===== config.mk =====
export PLATFORM = sky130hd
export DESIGN_NAME = axi_wr_req_packer
export DESIGN_NICKNAME = d
export VERILOG_FILES = /design/src/rtl/axi_wr_req_packer.sv
export SDC_FILE = /design/constraint.sdc
export NUM_CORES = 1
export LEC_CHECK = 0
export BUFFER_PORTS_ARGS = -buffer_cell sky130_fd_sc_hd__buf_2
export CAP_MARGIN = 5
export CORE_UTILIZATION = 45
export CTS_BUF_LIST = sky130_fd_sc_hd__clkbuf_4 sky130_fd_sc_hd__clkbuf_8
export DETAILED_ROUTE_END_ITERATION = 7
export HOLD_SLACK_MARGIN = 0.05
export PLACE_DENSITY = 0.83
export REMOVE_ABC_BUFFERS = 1
export SKIP_CTS_REPAIR_TIMING = 1
export SYNTH_ARGS = -nofsm -noshare
export SYNTH_HDL_FRONTEND = slang
export SYNTH_SLANG_ARGS = --single-unit

===== constraint.sdc =====
create_clock -name WCLK -period 2.3 [get_ports WCLK]
set_clock_uncertainty 0.2 [all_clocks]
set_input_delay 0 -clock WCLK [delete_from_list [all_inputs] [get_ports WCLK]]
set_output_delay 0 -clock WCLK [all_outputs]
set_load 0.01 [all_outputs]

===== src/rtl/axi_wr_req_packer.sv =====
// Serialises AXI4 AW/W bursts into header + data-beat words for the clock-crossing FIFO.
// The single output register is loaded only when it is empty or being drained in the same cycle.
module axi_wr_req_packer #(
    parameter int ADDR_W = 32,
    parameter int DATA_W = 32,
    parameter int ID_W   = 4,
    parameter int PAY_W  = ((ID_W + ADDR_W + 13) > (DATA_W + DATA_W / 8 + 1)) ?
                           (ID_W + ADDR_W + 13) : (DATA_W + DATA_W / 8 + 1),
    parameter int OUT_W  = PAY_W + 1
) (
    input  logic                  WCLK,
    input  logic                  WRESETn,
    input  logic [ID_W-1:0]       AWID,
    input  logic [ADDR_W-1:0]     AWADDR,
    input  logic [7:0]            AWLEN,
    input  logic [2:0]            AWSIZE,
    input  logic [1:0]            AWBURST,
    input  logic                  AWVALID,
    output logic                  AWREADY,
    input  logic [DATA_W-1:0]     WDATA,
    input  logic [DATA_W/8-1:0]   WSTRB,
    input  logic                  WLAST,
    input  logic                  WVALID,
    output logic                  WREADY,
    output logic [OUT_W-1:0]      O_DATA,
    output logic                  O_VALID,
    input  logic                  O_READY,
    output logic                  ERR,
    input  logic                  ERR_CLR
);

    localparam int STRB_W = DATA_W / 8;
    localparam int HDR_W  = ID_W + ADDR_W + 13;
    localparam int DAT_W  = DATA_W + STRB_W + 1;

    typedef enum logic [1:0] {IDLE, DATA, DRAIN} state_t;

    state_t             state_q;
    state_t             state_d;
    logic [7:0]         len_q;
    logic [7:0]         cnt_q;
    logic               run_q;
    logic               err_q;
    logic               vld_p1;
    logic [OUT_W-1:0]   data_p1;

    logic               slot_free;
    logic               aw_hs;
    logic               w_hs;
    logic               load_hdr;
    logic               load_dat;
    logic               at_end;
    logic               last_bit;
    logic               err_set;

    function automatic logic [OUT_W-1:0] pack_hdr(
        input logic [ID_W-1:0]   id,
        input logic [ADDR_W-1:0] addr,
        input logic [7:0]        len,
        input logic [2:0]        size,
        input logic [1:0]        burst
    );
        logic [OUT_W-1:0] w;
        w            = '0;
        w[OUT_W-1]   = 1'b1;
        w[HDR_W-1:0] = {id, addr, len, size, burst};
        return w;
    endfunction

    function automatic logic [OUT_W-1:0] pack_dat(
        input logic              last,
        input logic [STRB_W-1:0] strb,
        input logic [DATA_W-1:0] data
    );
        logic [OUT_W-1:0] w;
        w            = '0;
        w[DAT_W-1:0] = {last, strb, data};
        return w;
    endfunction

    assign slot_free = !vld_p1 || O_READY;
    assign aw_hs     = AWVALID && AWREADY;
    assign w_hs      = WVALID && WREADY;
    assign load_hdr  = aw_hs;
    assign load_dat  = w_hs && (state_q == DATA);
    assign at_end    = (cnt_q == len_q);
    // A burst that reaches its length without WLAST still closes with last=1 downstream.
    assign last_bit  = at_end || WLAST;
    assign err_set   = load_dat && (WLAST != at_end);

    // run_q keeps both readies low while reset is held and for the first cycle after release.
    always_ff @(posedge WCLK or negedge WRESETn) begin
        if (!WRESETn) begin
            state_q <= IDLE;
            run_q   <= 1'b0;
        end else begin
            state_q <= state_d;
            run_q   <= 1'b1;
        end
    end

    always_comb begin
        state_d = state_q;
        case (state_q)
            IDLE: begin
                if (aw_hs) state_d = DATA;
            end
            DATA: begin
                if (w_hs) begin
                    if (WLAST)       state_d = IDLE;
                    else if (at_end) state_d = DRAIN;
                end
            end
            DRAIN: begin
                if (w_hs && WLAST) state_d = IDLE;
            end
            default: state_d = IDLE;
        endcase
    end

    always_comb begin
        AWREADY = 1'b0;
        WREADY  = 1'b0;
        case (state_q)
            IDLE:    AWREADY = run_q && slot_free;
            DATA:    WREADY  = run_q && slot_free;
            DRAIN:   WREADY  = run_q;
            default: ;
        endcase
    end

    always_ff @(posedge WCLK or negedge WRESETn) begin
        if (!WRESETn) begin
            len_q <= 8'd0;
            cnt_q <= 8'd0;
        end else if (load_hdr) begin
            len_q <= AWLEN;
            cnt_q <= 8'd0;
        end else if (load_dat && !last_bit) begin
            cnt_q <= cnt_q + 8'd1;
        end
    end

    always_ff @(posedge WCLK or negedge WRESETn) begin
        if (!WRESETn) begin
            err_q <= 1'b0;
        end else if (err_set) begin
            err_q <= 1'b1;
        end else if (ERR_CLR) begin
            err_q <= 1'b0;
        end
    end

    // Stage p1: FIFO word register, held while the FIFO is full.
    always_ff @(posedge WCLK or negedge WRESETn) begin
        if (!WRESETn) begin
            vld_p1  <= 1'b0;
            data_p1 <= '0;
        end else if (load_hdr) begin
            vld_p1  <= 1'b1;
            data_p1 <= pack_hdr(AWID, AWADDR, AWLEN, AWSIZE, AWBURST);
        end else if (load_dat) begin
            vld_p1  <= 1'b1;
            data_p1 <= pack_dat(last_bit, WSTRB, WDATA);
        end else if (O_READY) begin
            vld_p1  <= 1'b0;
        end
    end

    assign O_DATA  = data_p1;
    assign O_VALID = vld_p1;
    assign ERR     = err_q;

endmodule


==> results.txt <==
The run finished, with violations left. The final reports fail on hold timing. The initial cell density of the core came out at between 40 and 50%. Buffers placed on the I/O ports in this run total around 150. The core region is around 7000 um^2. After detailed routing, the total wire length is 10.7 mm. The initialized floorplan defines 31 standard-cell rows. The sequential element share of the synthesized area came out at 53.2%. The final non-filler cell area is between 5000 and 6000 um^2.

The cell class contributing the biggest share of worst-path delay is simple AND/OR/NAND/NOR gates. Setup repair after global routing could not meet its margin everywhere. The number of antenna violations at the first check in global routing was 0.

The biggest area consumer among synthesized cells is dfrtp_1. Of the total power, registers draw between 30 and 40%. Across all register-to-register paths, the minimum setup slack is between 60 and 70 ps. After global routing the overflow that remains totals 0. The slowest cell on the critical path is dfrtp_1. The first global-routing pass estimated approximately 13 mm of wire. The instance count after placement with tap cells included is 551. The clock-pin slew reported for the worst setup and hold paths after clock tree synthesis is 80 ps.

The final worst-path cycle share is a little over nine tenths. The number of cells traversed by the worst hold path came out at 4. Global routing consumed, on the met2 layer, about a third of the routing resources. In the final routed layout, each cell accounts on average for ~16 um. Internal power comes to 3370 uW. The number of warnings issued by yosys is 0.

The final max-slew violation count came out at 0. On the final layout, the worst hold slack is -42.1 ps. The maximum achievable frequency is approximately 450 MHz. Dividing the detail-routed via count by the number of cells gives about 5.1. Across the VDD grid, the largest voltage drop is roughly 0.74 mV. The portion of total power attributed to the clock network is 20.7%.

The die covers 7770 um^2. The clock insertion delay at the later pin of the skew report is between 300 and 400 ps. The critical path is of the reg -> reg type. The first-pass iteration count of the detailed router came out at 4. The floorplan step set the die width to about 88 um. STA puts the critical path data required time at 2350 ps. The proportion of layout cells with a drive suffix above 1 came out at 32.6%. The switching power summed over all nets is approximately 1900 uW. The total power divided by cell area came out at about 1000 nW/um^2.

The worst hold path begins at WLAST. The summed instance area of the synthesized netlist came out at around 3300 um^2. The synthesized area divided by synthesized cell count is ~11 um^2. TritonCTS built the clock tree. The sum of buffers and inverters on the critical path came out at 0. The number of antenna cells inserted is 0. Walking the worst path, the cells encountered are xor2_1 > nor4_2 > nand2_1 > ha_2 > and4_1 > nand4_2 > or3_1 > a21oi_1. Once detailed placement completed, the half-perimeter wirelength came to 5.66 mm. Setup violations remaining at the end of the flow were counted as 0. The final core utilization is about three quarters. The fraction of post-synthesis cell area in the top cell type by area is 53.2%. The layer with the highest usage is met2. The routing usage on met3 is approximately 5.4%.

The reported leakage power came out at roughly 0.0029 uW. The filler-free cell count of the finished design came out at around 660. The share of power burned in combinational logic came out at 39.6%. The number of DRC markers after the initial detailed-route iteration came out at about 190. Clock tree synthesis inserted a total of 9 buffers.

The slew at the pin closest to its max-slew limit is between 800 and 900 ps. The number of different library cells in the post-synthesis netlist is 42. The final route contains approximately 3400 vias.

The clock net sink count came out at between 70 and 80. The commonest non-fill, non-tap cell in the layout is buf_2. The clock period minus final worst setup slack came out at between 2000 and 2500 ps. The cell chosen for the clock root is clkbuf_8. The global routing usage on met1 came out at between 20% and 30%.

The antenna violation net count after detailed routing is 0. Max-cap violations in this run came to 0. The path class of the tightest hold or removal check is in -> reg. The total power draw is between 5000 and 6000 uW. Net switching is between 30% and 40% of the power. The origin of the critical flop-to-flop path is cnt_q[2]$_DFFE_PN0P_. The path with the worst hold slack has its endpoint at state_q[0]$_DFFE_PN0P_. The last weighted congestion value of the routability-driven placer came out at just over 0.8.

The path length in cells of the critical path is 8. For this run, design rule violations remaining after detail routing come to 0. The worst slew margin relative to its limit is between 40% and 50%. The instance count of the mapped netlist came out at ~310. For this run, the total global-route usage over all layers was measured as about a fifth.

The fill cell total of the finished layout came out at between 400 and 500. The end of the worst register-to-register path is cnt_q[6]$_DFFE_PN0P_. STA classifies the critical path startpoint as a register. The largest net degree at the start of global routing came out at 72. For the worst flop-to-flop path, the logic depth is 8. In this run the number of H-tree levels came out at 3.

The biggest fanout along the worst timing path is 6. The endpoint kind of the worst setup timing path is a register. The count of nets after finishing is 650. The endpoint arrival time on the critical path came out at between 2000 and 2500 ps. The via count of the first global-routing pass is about 2800. The number of I/O pins is between 100 and 150. After synthesis, the cell types taking the most area are dfrtp_1 53%, mux2i_1 11%, nand2_1 6.7%, o21ai_1 5.4%, a22o_1 3.1%. The die span in y is 88.1 um. The area of all sequential standard cells came out at between 1500 and 2000 um^2. The maximum buffer depth of the clock tree came out at 2. The delay of the slowest cell on the worst path is roughly 420 ps. The count of endpoints failing hold in the final timing report is 1. The total area of multi-input combinational cells came out at 1440 um^2. Relative to the synthesized area, the layout overhead comes to 59.9%.

The placed instance area is about 4200 um^2. The top cell types in the final layout, fill and taps aside, are 144 x buf_2, 90 x dlygate4sd3_1, 71 x dfrtp_1. The register bit count reported by yosys came out at 71.
-- sequential cells by signal (all words and copies together) (netlist names) --
register  flops
state_q       2
cnt_q         8
ERR           1
O_DATA       50
run_q         1
O_VALID       1
len_q         8
-- cells in the mapped netlist, drive strengths merged --
library cell   n
a21boi         1
a21oi          6
a22o          12
a31oi          2
a32oi          1
and2           1
and3           2
and4           2
and4b          1
buf           11
clkbuf         7
conb           1
dfrtp         71
ha             5
inv            7
mux2i         37
nand2         60
nand2b         1
nand3          4
nand4          5
nor2           6
nor2b          1
nor3           1
nor3b          1
nor4           2
o2111ai        1
o21ai         42
o22ai          1
o311a          1
o31ai          1
o32ai          1
or2            1
or3            6
or3b           2
xor2          10
-- tightest hold or removal path, delay by kind of cell --
family,cells,cell delay [ps]
compound gates,2,220
simple gates,1,120
buf+inv,1,110
-- how the worst max path moves through the flow --
| stage | endpoint | slack [ps] | from |
|---|---|---|---|
| final | cnt_q[6]$_DFFE_PN0P_ | 60 | cnt_q[2]$_DFFE_PN0P_ |
| after global routing | state_q[1]$_DFFE_PN0P_ | -70 | cnt_q[3]$_DFFE_PN0P_ |
| after CTS | state_q[0]$_DFFE_PN0P_ | 40 | cnt_q[2]$_DFFE_PN0P_ |
| after detailed placement | state_q[1]$_DFFE_PN0P_ | 60 | cnt_q[6]$_DFFE_PN0P_ |
| after global placement | state_q[1]$_DFFE_PN0P_ | 100 | cnt_q[6]$_DFFE_PN0P_ |
| after floorplan | state_q[0]$_DFFE_PN0P_ | -700 | state_q[1]$_DFFE_PN0P_ |
-- metrics by stage --
| stage | setup WS [ps] | TNS [ps] |
|---|---|---|
| after floorplan | -700 | -36800 |
| after CTS | 40.2 | 0 |
| after detailed placement | 58.3 | 0 |
| final | 63.4 | 0 |
| after global placement | 96.3 | 0 |
| after global routing | -67.7 | -128 |
-- per-layer routing --
layer,routed length [um],up-vias
li1,-,1575
met1,4070,1618
met4,287,0
met2,5710,149
met3,649,30
met5,0,-
-- cells by family after synthesis --
group / share of synthesized area [%]
buf+inv: 4.20
compound gates: 12.4
xor+xnor: 2.62
fa+ha+maj: 1.87
mux: 11.1
flops: 53.2
other cells: 0.112
simple gates: 14.5
-- power by group through the flow --
stage,Clock [uW],Sequential [uW],Combinational [uW]
CTS,1120,2090,1890
global placement,0,2080,1840
global route,1180,2170,2310
detailed placement,0,2100,1890
floorplan,0,2300,839
finish,1100,2110,2100
-- cell type report --
class | instances | share of cell area [%]
flip-flops and latches | 71 | 33.3
multi-input cells | 218 | 27.0
inverters | 7 | 0.492
well taps | 99 | 2.32
repair buffers | 246 | 32.8
clock buffers | 9 | 2.32
clock inverters | 7 | 1.78
No activity file was read; power rests on OpenSTA's default activity.
